$ cat src/rtl/video_pkg.sv
// video_pkg: 480x272 mode constants, playfield grid geometry and lock states
package video_pkg;
  localparam int H_ACTIVE = 480;
  localparam int V_ACTIVE = 272;
  localparam logic HS_POL = 1'b0;
  localparam logic VS_POL = 1'b0;
  localparam int CELL_X0 = 16;
  localparam int CELL_Y0 = 16;
  localparam int COLS = 20;
  localparam int ROWS = 10;
  localparam int CELL_SZ = 16;
  localparam logic [7:0] LUMA_TH = 8'h80;
  typedef enum logic [1:0] {UNLOCK, CAND, LOCK} lock_e;
endpackage

$ cat src/rtl/video_if.sv
// video_if: parallel RGB video stream with sync and data enable
interface video_if;
  logic hs, vs, de;
  logic [7:0] rgb_r, rgb_g, rgb_b;
  modport master(output hs, vs, de, rgb_r, rgb_g, rgb_b);
  modport slave(input hs, vs, de, rgb_r, rgb_g, rgb_b);
endinterface

$ cat src/rtl/video_cell_sampler.sv
// video_cell_sampler: samples each grid cell centre and thresholds it into an occupancy bit
module video_cell_sampler #(
  parameter int CELL_X0 = video_pkg::CELL_X0,
  parameter int CELL_Y0 = video_pkg::CELL_Y0,
  parameter int COLS = video_pkg::COLS,
  parameter int ROWS = video_pkg::ROWS,
  parameter logic [7:0] LUMA_TH = video_pkg::LUMA_TH
) (
  input  logic        clk,
  input  logic        rst_n,
  input  logic        de,
  input  logic [11:0] x,
  input  logic [11:0] y,
  input  logic [7:0]  r,
  input  logic [7:0]  g,
  input  logic [7:0]  b,
  output logic        cell_valid,
  output logic [3:0]  cell_row,
  output logic [4:0]  cell_col,
  output logic        cell_bit
);
  import video_pkg::*;
  logic [11:0] dx, dy;
  logic hit;
  // unsigned offsets wrap below the origin, so one compare covers both grid bounds
  always_comb begin
    dx = x - 12'(CELL_X0);
    dy = y - 12'(CELL_Y0);
    hit = de && dx < 12'(CELL_SZ * COLS) && dy < 12'(CELL_SZ * ROWS) && dx[3:0] == 4'd8 && dy[3:0] == 4'd8;
  end
  always_ff @(posedge clk or negedge rst_n)
    if (!rst_n) begin
      cell_valid <= 1'b0;
      cell_row <= '0;
      cell_col <= '0;
      cell_bit <= 1'b0;
    end else begin
      cell_valid <= hit;
      if (hit) begin
        cell_col <= dx[8:4];
        cell_row <= dy[7:4];
        cell_bit <= r >= LUMA_TH && g >= LUMA_TH && b >= LUMA_TH;
      end
    end
endmodule

$ cat src/rtl/video_capture.sv
// video_capture: recovers pixel coordinates, measures geometry, tracks lock and decodes the playfield
module video_capture #(
  parameter int H_ACTIVE = video_pkg::H_ACTIVE,
  parameter int V_ACTIVE = video_pkg::V_ACTIVE,
  parameter logic HS_POL = video_pkg::HS_POL,
  parameter logic VS_POL = video_pkg::VS_POL,
  parameter int CELL_X0 = video_pkg::CELL_X0,
  parameter int CELL_Y0 = video_pkg::CELL_Y0,
  parameter int COLS = video_pkg::COLS,
  parameter int ROWS = video_pkg::ROWS,
  parameter logic [7:0] LUMA_TH = video_pkg::LUMA_TH
) (
  input  logic        clk,
  input  logic        rst_n,
  video_if.slave      vid,
  output logic [11:0] pix_x,
  output logic [11:0] pix_y,
  output logic        pix_valid,
  output logic        locked,
  output logic [11:0] meas_width,
  output logic [11:0] meas_lines,
  output logic        cell_valid,
  output logic [3:0]  cell_row,
  output logic [4:0]  cell_col,
  output logic        cell_bit,
  output logic        frame_done,
  output logic        geom_err
);
  import video_pkg::*;
  logic hs1, vs1, de1, hs2, vs2, de2;
  logic [7:0] r1, g1, b1;
  logic [11:0] run;
  logic seen, wbad, lbad, vbad;
  logic vs_lead, hs_lead, de_fall, good;
  lock_e state, state_nx;
  always_comb begin
    vs_lead = vs1 == VS_POL && vs2 != VS_POL;
    hs_lead = hs1 == HS_POL && hs2 != HS_POL;
    de_fall = !de1 && de2;
    good = seen && pix_y == 12'(V_ACTIVE) && !wbad && !lbad && !vbad;
    state_nx = !vs_lead ? state : !good ? UNLOCK : state == UNLOCK ? CAND : LOCK;
  end
  always_ff @(posedge clk or negedge rst_n)
    if (!rst_n) state <= UNLOCK;
    else state <= state_nx;
  assign locked = state == LOCK;
  assign pix_valid = de1;
  // pix_x tracks the stage-1 pixel so it lines up with pix_valid and the stage-1 colour
  always_ff @(posedge clk or negedge rst_n)
    if (!rst_n) begin
      {hs1, hs2} <= {2{!HS_POL}};
      {vs1, vs2} <= {2{!VS_POL}};
      {de1, de2} <= 2'b00;
      {r1, g1, b1} <= '0;
      pix_x <= '0;
      pix_y <= '0;
      run <= '0;
      meas_width <= '0;
      meas_lines <= '0;
      {seen, wbad, lbad, vbad} <= 4'b0000;
      frame_done <= 1'b0;
      geom_err <= 1'b0;
    end else begin
      {hs1, vs1, de1} <= {vid.hs, vid.vs, vid.de};
      {r1, g1, b1} <= {vid.rgb_r, vid.rgb_g, vid.rgb_b};
      {hs2, vs2, de2} <= {hs1, vs1, de1};
      if (vid.de) pix_x <= !de1 ? '0 : pix_x == 12'hFFF ? pix_x : pix_x + 12'd1;
      pix_y <= vs_lead ? '0 : de_fall ? pix_y + 12'd1 : pix_y;
      run <= de1 ? (de2 ? run + 12'd1 : 12'd1) : run;
      if (de_fall) meas_width <= run;
      if (vs_lead) meas_lines <= pix_y;
      wbad <= !vs_lead && (wbad || (de_fall && run != 12'(H_ACTIVE)));
      lbad <= !vs_lead && (lbad || (hs_lead && de1));
      vbad <= !vs_lead && (vbad || (de1 && vs1 == VS_POL));
      seen <= seen || vs_lead;
      frame_done <= vs_lead;
      geom_err <= geom_err || (vs_lead && state == LOCK && !good);
    end
  video_cell_sampler #(
    .CELL_X0(CELL_X0), .CELL_Y0(CELL_Y0), .COLS(COLS), .ROWS(ROWS), .LUMA_TH(LUMA_TH)
  ) u_cell (
    .clk(clk), .rst_n(rst_n), .de(de1), .x(pix_x), .y(pix_y),
    .r(r1), .g(g1), .b(b1),
    .cell_valid(cell_valid), .cell_row(cell_row), .cell_col(cell_col), .cell_bit(cell_bit)
  );
endmodule
$ cat src/flat_wrapper.sv
// flat-port wrapper written by rule: the top's interface ports become plain ports
module video_capture_flat import video_pkg::*;
#(
  parameter int H_ACTIVE = video_pkg::H_ACTIVE,
  parameter int V_ACTIVE = video_pkg::V_ACTIVE,
  parameter logic HS_POL = video_pkg::HS_POL,
  parameter logic VS_POL = video_pkg::VS_POL,
  parameter int CELL_X0 = video_pkg::CELL_X0,
  parameter int CELL_Y0 = video_pkg::CELL_Y0,
  parameter int COLS = video_pkg::COLS,
  parameter int ROWS = video_pkg::ROWS,
  parameter logic [7:0] LUMA_TH = video_pkg::LUMA_TH
)
  (clk, rst_n, pix_x, pix_y, pix_valid, locked, meas_width, meas_lines, cell_valid, cell_row, cell_col, cell_bit, frame_done, geom_err, vid_hs, vid_vs, vid_de, vid_rgb_r, vid_rgb_g, vid_rgb_b);
  video_if vid_i ();
  input  logic clk;
  input  logic rst_n;
  output logic [11:0] pix_x;
  output logic [11:0] pix_y;
  output logic pix_valid;
  output logic locked;
  output logic [11:0] meas_width;
  output logic [11:0] meas_lines;
  output logic cell_valid;
  output logic [3:0] cell_row;
  output logic [4:0] cell_col;
  output logic cell_bit;
  output logic frame_done;
  output logic geom_err;
  input wire logic [$bits(vid_i.hs)-1:0] vid_hs;
  input wire logic [$bits(vid_i.vs)-1:0] vid_vs;
  input wire logic [$bits(vid_i.de)-1:0] vid_de;
  input wire logic [$bits(vid_i.rgb_r)-1:0] vid_rgb_r;
  input wire logic [$bits(vid_i.rgb_g)-1:0] vid_rgb_g;
  input wire logic [$bits(vid_i.rgb_b)-1:0] vid_rgb_b;
  assign vid_i.hs = vid_hs;
  assign vid_i.vs = vid_vs;
  assign vid_i.de = vid_de;
  assign vid_i.rgb_r = vid_rgb_r;
  assign vid_i.rgb_g = vid_rgb_g;
  assign vid_i.rgb_b = vid_rgb_b;
  video_capture #(.H_ACTIVE(H_ACTIVE), .V_ACTIVE(V_ACTIVE), .HS_POL(HS_POL), .VS_POL(VS_POL), .CELL_X0(CELL_X0), .CELL_Y0(CELL_Y0), .COLS(COLS), .ROWS(ROWS), .LUMA_TH(LUMA_TH)) u_core (.clk(clk), .rst_n(rst_n), .vid(vid_i), .pix_x(pix_x), .pix_y(pix_y), .pix_valid(pix_valid), .locked(locked), .meas_width(meas_width), .meas_lines(meas_lines), .cell_valid(cell_valid), .cell_row(cell_row), .cell_col(cell_col), .cell_bit(cell_bit), .frame_done(frame_done), .geom_err(geom_err));
endmodule
$ cat config.mk
export PLATFORM = sky130hd
export DESIGN_NAME = video_capture_flat
export DESIGN_NICKNAME = d
export VERILOG_FILES = /design/src/rtl/video_pkg.sv /design/src/rtl/video_if.sv /design/src/rtl/video_cell_sampler.sv /design/src/rtl/video_capture.sv /design/src/flat_wrapper.sv
export SDC_FILE = /design/constraint.sdc
export NUM_CORES = 1
export LEC_CHECK = 0
export ABC_AREA = 1
export ABC_CLOCK_PERIOD_IN_PS = 2000
export CORE_ASPECT_RATIO = 1.1
export CORE_UTILIZATION = 45
export DETAILED_ROUTE_END_ITERATION = 10
export PLACE_DENSITY = 0.72
export REMOVE_ABC_BUFFERS = 1
export SKIP_LAST_GASP = 1
export SLEW_MARGIN = 20
export SYNTH_ARGS = -nofsm -noshare
export SYNTH_HDL_FRONTEND = slang
export SYNTH_SLANG_ARGS = --single-unit
export TNS_END_PERCENT = 20
$ cat constraint.sdc
create_clock -name clk -period 2 [get_ports clk]
set_input_delay 0.4 -clock clk [delete_from_list [all_inputs] [get_ports clk]]
set_output_delay 0.4 -clock clk [all_outputs]
set_load 0.02 [all_outputs]
==> Yosys cells after proc, flatten, opt, wreduce, memory -nomap -nowiden <==
Index checks and enable logic that the tools add are counted.
{ "op_classes": {"n_bitwise": 2, "n_div": 0, "n_shift": 0, "magnitude_cmp": 5, "n_mul": 0, "addsub": 5, "reduce_logical": 35, "muxes": 7, "eq_ne": 7} }
{ "ops": {"columns": ["operator", "n"], "rows": [
  ["12-bit two-way mux", 5],
  ["12-bit by 1-bit adder with 12-bit output (second input constant)", 3],
  ["8-bit >= comparator (second input constant)", 3],
  ["12-bit by 5-bit subtractor with 12-bit output (second input constant)", 2],
  ["1-bit logical AND", 21],
  ["12-bit equality test (second input constant)", 1],
  ["12-bit by 9-bit equality test with 1-bit output (second input constant)", 1],
  ["12-bit by 8-bit less-than comparator with 1-bit output (second input constant)", 1],
  ["12-bit by 9-bit less-than comparator with 1-bit output (second input constant)", 1],
  ["12-bit by 9-bit inequality test with 1-bit output (second input constant)", 1],
  ["4-bit equality test (second input constant)", 2],
  ["1-bit zero test", 6],
  ["1-bit logical OR", 5],
  ["2-bit two-way mux", 2],
  ["2-bit equality test (second input constant)", 1],
  ["2-bit zero test", 1],
  ["2-bit inequality test (second input constant)", 1],
  ["1-bit NOT", 2],
  ["2-bit AND reduction", 1],
  ["2-bit nonzero test", 1]
]} }
{ "totals": {"mem_count": 0, "latchBits": 0, "mem_bits_ro": 0, "input_bits": 29, "register_bits": 109, "ramBits": 0} }

==> Depth between registers and ports, before layout <==
Gate-level depths: netlist (run 1).
{ "logic_depth": {"ltp_word": 8, "mapped_depth": 13, "ltp_nobuf": 12} }

==> By module <==
Synthesis (run 1) repeated with hierarchy kept, for this count alone.
{ "unflattened": {"hier_cells": 573, "area_unflattened_um2": 4963.5} }
{ "by_module_without_submodules": {"columns": ["mod", "instances", "area_each_um2", "cells_per_inst"], "rows": [
  ["video_capture", 1, 4129.0, 456],
  ["video_cell_sampler", 1, 834.6, 117]
]} }

==> Worst setup path after synthesis (run 1) <==
OpenSTA, ideal clock, no wires.
{ "synth_timing": {"path_type": "reg-to-reg", "from": "register u_core.pix_y[4]", "to": "register u_core.u_cell.cell_row[3]", "setup_ns": 0.113, "n_path_buf": 1, "arrival_time_ns": 1.775, "path_stages_with_launch": 13, "setup_slack_ns": 0.112, "required_time_ns": 1.887, "path_cell_list": "dfrtp_1 -> inv_1 -> ha_1 -> inv_1 -> a21oi_1 -> nand2_1 -> nand2_1 -> nand2_1 -> nor2_4 -> buf_6 -> nand4_1 -> nand2_1 -> inv_1"} }
{ "synth_between": {"elab_chain_len": 5} }
{ "synth_lines": {"columns": ["element", "line_no", "source"], "rows": [
  ["from (decl)", "video_capture.sv:17", "output logic [11:0] pix_y,"],
  ["from (signal assigned)", "video_capture.sv:68", "pix_y <= vs_lead ? '0 : de_fall ? pix_y + 12'd1 : pix_y;"],
  ["12-bit by 5-bit subtractor with 12-bit output", "video_cell_sampler.sv:28", "dy = y - 12'(CELL_Y0);"],
  ["named net u_core.u_cell.dy[4]", "video_cell_sampler.sv:23", "logic [11:0] dx, dy;"],
  ["12-bit by 8-bit less-than comparator with 1-bit output", "video_cell_sampler.sv:29", "hit = de && dx < 12'(CELL_SZ * COLS) && dy < 12'(CELL_SZ * ROWS) && dx[3:0] == 4'd8 && dy[3:0] == 4'd8;"],
  ["1-bit logical AND (3 in a row)", "video_cell_sampler.sv:29", null],
  ["to (signal assigned)", "video_cell_sampler.sv:41", "cell_row <= dy[7:4];"],
  ["to (decl)", "video_cell_sampler.sv:18", "output logic [3:0] cell_row,"]
]} }
The timed path passes the listed nets, and every way through them passes these cells.
A chain may end at the register's enable or synchronous reset.

==> Final worst setup path (run 1) <==
{ "layout_timing": {"from": "register u_core.pix_y[9]", "to": "output pix_y[9]"} }
{ "layout_lines": {"columns": ["element", "line_no", "source"], "rows": [
  ["to (decl)", "flat_wrapper.sv:19", "output logic [11:0] pix_y;"]
]} }
No word-level cell between the ends.

==> results by group, run 1 <==
Routing
  • Total Routed Length: a little under 10 mm
  • Drt pass-1 iters: 5
  • Via density: about 5.2
  • Remaining antenna violation count: 0
  • Vias: approximately 3700
  • Initial drt markers: 187
  • Average wire per standard cell: about 14 µm
  • DRC Markers: 0

Die
  • I/O pin count: 92
  • Die width: around 97 µm
  • Die height: approximately 110 µm
  • Initial core utilization: between 40% and 50%
  • Full die area: 10200 µm²
  • Rows: 37
  • Core area: roughly 9400 µm²

Synthesis
  • Async S/R FF share, synth: 100%
  • Register area share after synthesis: about half
  • Yosys cell types: 41
  • Syn Area/Cell: approximately 8.5 µm²
  • Synth top area share: a little under half
  • Post-synth top area cell: dfrtp_1
  • Most common cell in the netlist: nand2_1
  • Post-Syn Area: between 4000 and 5000 µm²
  • Post-Synth XOR/XNOR Area: roughly 1.2%
  • Post-synthesis instance total: 521
  • Complex-gate fraction of the synthesized area: 10.4%
  • Main synth FF type: dfrtp_1
  • Post-synthesis simple-gate area fraction: 26.3%
  • Ys Warns: 0
  • Share of synthesized cell area in full adder, half adder and majority cells: between 3 and 4%
  • Area contributors post-synth: dfrtp_1 (47%), nand2_1 (9.5%), o21ai_0 (5.3%), inv_1 (5.0%), nand4_1 (4.2%)
  • EDFF count, synth: 0
  • Largest family of logic cells by synthesized area: simple AND/OR/NAND/NOR gates
  • Top cells by count, synth: nand2_1 (112), dfrtp_1 (84), inv_1 (59)
  • Multiplexer share of the synthesized area: 0%
  • FF+latch count, synth: 88

Power
  • Peak VDD IR: between 0.3 and 0.4 mV
  • P_leak: 2.55 nW
  • Switching share of power: a little over a quarter
  • Reg power frac: roughly 52%
  • Internal: 0.00270 W
  • P_sw: between 0.0009 and 0.001 W
  • Pwr/cell area: around 670 nW/µm²
  • Comb pwr share: approximately 13%
  • Clock power share: a little over a third

Worst hold path
  • Worst hold path type: in2async

CTS
  • CTS Hold Bufs: 0
  • Clk Latency, worst-skew pair: 0.37 ns
  • Setup repair bufs after CTS: 0
  • TritonCTS clock tree: yes
  • H-tree depth: 3
  • CTS Buf Count: 9
  • Clock root cell: clkbuf_8
  • Clock Pin Slew Worst Setup and Hold Paths: ~0.080 ns
  • Total clock sinks: between 80 and 90
  • Clk buf depth: 2

Global route
  • First-pass GRT wire length: between 15 and 20 mm
  • GRT Util Overall: between 20% and 30%
  • Largest net degree at the start of global routing: between 40 and 50
  • Total grt overflow: 0
  • Vias in the first global route: between 3000 and 4000
  • Initial antenna violation count: 0

Final layout
  • Share of cells above drive strength 1: approximately an eighth
  • Nets: ~640
  • N_diodes: 0
  • Layout fillers: approximately 860
  • Design Area, Final: about 5500 µm²
  • Area grow syn2layout: 24.1%
  • Multi-input logic area: approximately 1800 µm²
  • Register Area: roughly 2200 µm²

Timing
  • Final WS setup: approximately 0.036 ns
  • Tcrit/Tclk final: approximately 100%
  • Worst Skew: slightly above 0.01 ns
  • Final Setup Violations: 0
  • Min cycle time layout: around 2.0 ns
  • Fmax: between 500 and 600 MHz
  • RSZ-0062 raised after global routing: yes
  • Worst-margin pin slew: approximately 0.6 ns
  • Final Max Slew Viols: 0
  • Worst hold margin: roughly 0.019 ns
  • Slew headroom: 58.9%
  • Endpoints failing hold: 0

Placement
  • PortBufs: 70
  • Final HPWL DP: around 7.3 mm
  • Dpl ws: about 0.10 ns
  • Dpl cell area: roughly 5300 µm²
  • RePlAce Congestion: just over 0.9

Worst setup path
  • CP Cell Sequence: clkdlybuf4s50_1
  • Slowest stage delay, CP: between 0.6 and 0.7 ns
  • Critical path's top delay family: buffers and inverters
  • WP buf/inv: 1
  • Maximum fanout along the worst path: 7
  • Required @ worst endpoint: 1.60 ns
  • Data arrival time of the critical path: ~1.6 ns
  • Worst Setup Start Kind: flop
  • Worst Setup Path Type: reg2out
  • Slowest cell on the critical path: clkdlybuf4s50_1
  • Setup crit end kind: output port

Flow run
  • Max-cap viol count: 0

Status
  • Status: finished clean
==> state kept, by name, indices dropped and copies added (netlist names), 2 cells and up <==
name / count
u_core.meas_lines: 12
u_core.meas_width: 12
u_core.pix_x: 12
u_core.pix_y: 12
u_core.run: 12
u_core.state: 2
u_core.u_cell.cell_col: 5
u_core.u_cell.cell_row: 4
==> metrics by stage <==
step           std cells  util, %  power (W)  setup TNS [ns]
6_report             720     58.2    0.00368               0
5_1_grt              720     58.2    0.00387          -0.149
4_1_cts              720     58.1    0.00372               0
3_5_place_dp         704     55.9    0.00241               0
3_3_place_gp         704     55.9    0.00240               0
2_1_floorplan        500        -    0.00218          -0.672
==> repair_timing <==
action | CTS | global route
endpoints found under the setup margin | 0 | 13
gates resized for setup | 0 | 2
hold endpoints to repair | 0 | 0
==> logic make-up after synthesis <==
| family | after synthesis |
|---|---|
| AO/OA/AOI/OAI | 84 |
| XOR/XNOR | 5 |
| adder cells (fa/ha/maj) | 11 |
| buffers and inverters | 87 |
| flip-flops | 88 |
| AND/OR/NAND/NOR | 246 |
==> layout by cell type (no fill, tap or decap), drive strengths merged <==
cell type / n
nand3: 36
nand2: 117
nor3: 18
dfstp: 4
nor3b: 1
o31ai: 1
nand4: 30
bufinv: 1
xor2: 4
xnor2: 1
buf: 18
ha: 11
clkbuf: 11
clkinv: 3
o22ai: 2
a31o: 1
a211oi: 1
or2: 1
dfrtp: 84
inv: 66
clkdlybuf4s50: 69
o21ai: 56
and3: 1
nor2: 40
o21a: 2
nor4: 2
clkinvlp: 1
a21oi: 21
==> power groups by stage <==
stage | Clock [W] | Combinational, W | Sequential, W
3_3_place_gp | 0 | 0.000457 | 0.00194
2_1_floorplan | 0 | 0.000178 | 0.00200
6_report | 0.00130 | 0.000461 | 0.00191
3_5_place_dp | 0 | 0.000467 | 0.00195
5_1_grt | 0.00143 | 0.000515 | 0.00192
4_1_cts | 0.00134 | 0.000469 | 0.00191
==> routing by layer <==
layer / GRT usage, % / part of all wire (%) / wire, µm
met1: 26.8 / 46 / 4560
met2: 34.0 / 48 / 4720
met3: 5.33 / 4.9 / 488
met4: 8.00 / 1.4 / 143
met5: 0 / 0 / 0
==> final timing paths <==
| path | startpoint | endpoint | slack (ns) | depth (start not counted) |
|---|---|---|---|---|
| worst min-delay path | rst_n | u_core.meas_lines[0] | 0.02 | 1 |
| max in group asynchronous | rst_n | u_core.pix_x[10] | 1.46 | 2 |
| worst max-delay path | u_core.pix_y[9] | pix_y[9] | 0.04 | 1 |
| worst max register to register | u_core.pix_y[5] | u_core.u_cell.cell_row[0] | 0.17 | 11 |
| min in group clk | u_core.hs1 | u_core.hs2 | 0.38 | 0 |
| worst min register to register | u_core.hs1 | u_core.hs2 | 0.38 | 0 |
==> final cells by class <==
cell class	count	area share, %
clock buffers	11	2.75
well taps	117	2.66
multi-input cells	346	33.2
inverters	66	4.60
flip-flops and latches	88	40.1
clock inverters	5	1.16
repair buffers	87	15.5
Note: power is estimated with default switching activity, not from simulation.
==> run 2: changes to the inputs <==
--- a/config.mk
+++ b/config.mk
@@ -10,5 +10,5 @@
 export CORE_ASPECT_RATIO = 1.1
-export CORE_UTILIZATION = 45
+export CORE_UTILIZATION = 50
 export DETAILED_ROUTE_END_ITERATION = 10
-export PLACE_DENSITY = 0.72
+export PLACE_DENSITY = 0.78
 export REMOVE_ABC_BUFFERS = 1
==> constraint.sdc (replaced) <==
create_clock -name clk -period 2 [get_ports clk]
set_input_delay 0.2 -clock clk [delete_from_list [all_inputs] [get_ports clk]]
set_output_delay 0.2 -clock clk [all_outputs]
set_load 0.02 [all_outputs]
==> results by group, run 2 (same netlist as run 1, synthesis figures left out) <==
Placement
  • Placed cells: 700 (-0.57%)
  • Dpl cell area: 5270 µm² (about the same)
  • Dpl ws: 0.102 ns (-0.00224 ns)
  • PortBufs: 70 (unchanged)
  • Final HPWL DP: 7.38 mm (+0.95%)
  • RePlAce Congestion: 0.915 (+0.11%)

Global route
  • Initial antenna violation count: 0 (unchanged)
  • Vias in the first global route: 3722 (-1.5%)
  • First-pass GRT wire length: 17.4 mm (+0.24%)
  • Largest net degree at the start of global routing: 57 (+30%)
  • GRT Util Overall: 24.0% (+3.1 points)
  • Total grt overflow: 0 (unchanged)

Worst setup path
  • Worst Setup Start Kind: flop
  • Worst r2r dst: u_core.u_cell.cell_row[0]
  • Worst r2r path cells: 12 (+1)
  • WP buf/inv: 1 (unchanged)
  • Slowest cell on the critical path: clkdlybuf4s50_1
  • RR Startpoint: u_core.pix_x[5]
  • CP Cell Sequence: clkdlybuf4s50_1
  • Slowest stage delay, CP: 0.70 ns (+0.03 ns)
  • Data arrival time of the critical path: 1.70 ns (+0.14 ns)
  • Setup crit end kind: output port
  • Reg2reg setup slack: 0.17 ns (about the same)
  • Worst Setup Path Type: reg2out
  • Required @ worst endpoint: 1.80 ns (+0.20 ns)
  • Maximum fanout along the worst path: 7 (unchanged)
  • Critical path's top delay family: buffers and inverters
  • CP Depth: 1 (unchanged)

Final layout
  • Layout fillers: 728 (-15%)
  • Design Area, Final: 5510 µm² (+0.11%)
  • Leading cell type in the layout, fill and taps excluded: nand2_1
  • Share of cells above drive strength 1: 12.7% (+0.89 points)
  • Layout Cells excl Fill: 719 (-0.14%)
  • Area grow syn2layout: 24.3%
  • Nets: 643 (+0.78%)
  • Commonest non-fill, non-tap cells in the layout: nand2_1 (112), dfrtp_1 (84), clkdlybuf4s50_1 (69), inv_1 (59), o21ai_0 (47)
  • N_diodes: 0 (unchanged)

Routing
  • Total Routed Length: 10.4 mm (+5.4%)
  • Vias: 3872 (+3.8%)
  • Remaining antenna violation count: 0 (unchanged)
  • DRC Markers: 0 (unchanged)
  • Average wire per standard cell: 14.5 µm (+5.5%)
  • Drt pass-1 iters: 5 (unchanged)
  • Via density: 5.39 (+3.9%)
  • Initial drt markers: 204 (+9.1%)

Power
  • Peak VDD IR: 0.420 mV (+22%)
  • P_leak: 2.56 nW (+0.34%)
  • Pwr/cell area: 642 nW/µm² (-3.9%)

Timing
  • Worst Skew: 0.0100 ns (-0.000139 ns)
  • Final WS setup: 0.0961 ns (+0.0601 ns)
  • Worst-margin pin slew: 0.558 ns (-0.0581 ns)
  • Fmax: 525 MHz (+3.2%)
  • Final Setup Violations: 0 (unchanged)
  • Slew headroom: 62.8% (+3.9 points)
  • Final Max Slew Viols: 0 (unchanged)
  • Min cycle time layout: 1.90 ns (-0.0601 ns)
  • Endpoints failing hold: 0 (unchanged)
  • Tcrit/Tclk final: 95.2% (-3.0 points)

CTS
  • Clk Latency, worst-skew pair: 0.37 ns (about the same)
  • Clk buf depth: 2 (unchanged)
  • CTS Buf Count: 9 (unchanged)
  • TritonCTS clock tree: yes
  • Total clock sinks: 88 (unchanged)
  • Clock Pin Slew Worst Setup and Hold Paths: 0.09 ns (about the same)
  • Clock root cell: clkbuf_8
  • H-tree depth: 3 (unchanged)

Worst hold path
  • Worst hold endpoint: u_core.hs1
  • Hold Crit Depth: 1
  • Hold Path Origin: vid_hs
  • Worst hold path type: in2reg

Die
  • I/O pin count: 92 (unchanged)
  • Full die area: 9240 µm² (-9.8%)
  • Die height: 101 µm (-5.0%)
  • Initial core utilization: 52.2% (+5.2 points)
  • Core area: 8500 µm² (-10%)
  • Die width: 91.8 µm (-5.0%)
  • Rows: 35 (-5.4%)

Status
  • Status: finished clean

Flow run
  • Max-cap viol count: 0 (unchanged)
==> run 2: how the worst max path moves through the flow <==
stage	startpoint	end	slack (ns)
2_1_floorplan	u_core.pix_y[4]	u_core.u_cell.cell_bit	-0.07
3_3_place_gp	u_core.pix_y[5]	u_core.u_cell.cell_bit	0.20
3_5_place_dp	u_core.pix_y[5]	u_core.u_cell.cell_col[4]	0.10
4_1_cts	u_core.pix_y[5]	u_core.u_cell.cell_col[4]	0.08
5_1_grt	u_core.pix_x[5]	u_core.u_cell.cell_col[4]	-0.03
6_report	u_core.pix_valid	pix_valid	0.1
==> run 2: what timing repair did <==
action	CTS	global route
endpoints found under the hold margin	29	0
setup buffers	0	2
setup endpoints to repair	0	10
resized for setup	0	5
hold buffers	1	0
==> run 2: layout make-up <==
type / count / area, µm² / area share (%)
sequential: 88 / 2210 / 40.1
inverter: 66 / 253 / 4.59
timing repair buffer: 92 / 878 / 16.0
multi-input combinational: 346 / 1850 / 33.6
tap: 111 / 139 / 2.52
clock buffer: 10 / 138 / 2.50
clock inverter: 6 / 43.8 / 0.795
==> run 2: metal layers <==
metal | wire length, µm | vias up | GRT usage, %
li1 | - | 1890 | -
met1 | 4620 | 1842 | 31.2
met2 | 5060 | 119 | 39.5
met3 | 557 | 21 | 4.98
met4 | 204 | 0 | 9.74
met5 | 0 | - | 0
==> run 2: power by group <==
group / switching [W] / internal [W]
clock network: 0.000677 / 0.000490
registers: 0.0000602 / 0.00186
logic: 0.000274 / 0.000182
total: 0.00101 / 0.00253
==> run 2: through the flow <==
| step | utilization, % | hold slack (ns) | TNS [ns] | power [W] |
|---|---|---|---|---|
| after floorplan | - | -0.0956 | -0.672 | 0.00218 |
| after global placement | 62.0 | 0.166 | 0 | 0.00239 |
| after detailed placement | 62.0 | 0.172 | 0 | 0.00241 |
| after CTS | 64.3 | 0.231 | 0 | 0.00356 |
| after global routing | 64.8 | 0.227 | -0.0348 | 0.00369 |
| final | 64.8 | 0.242 | 0 | 0.00354 |
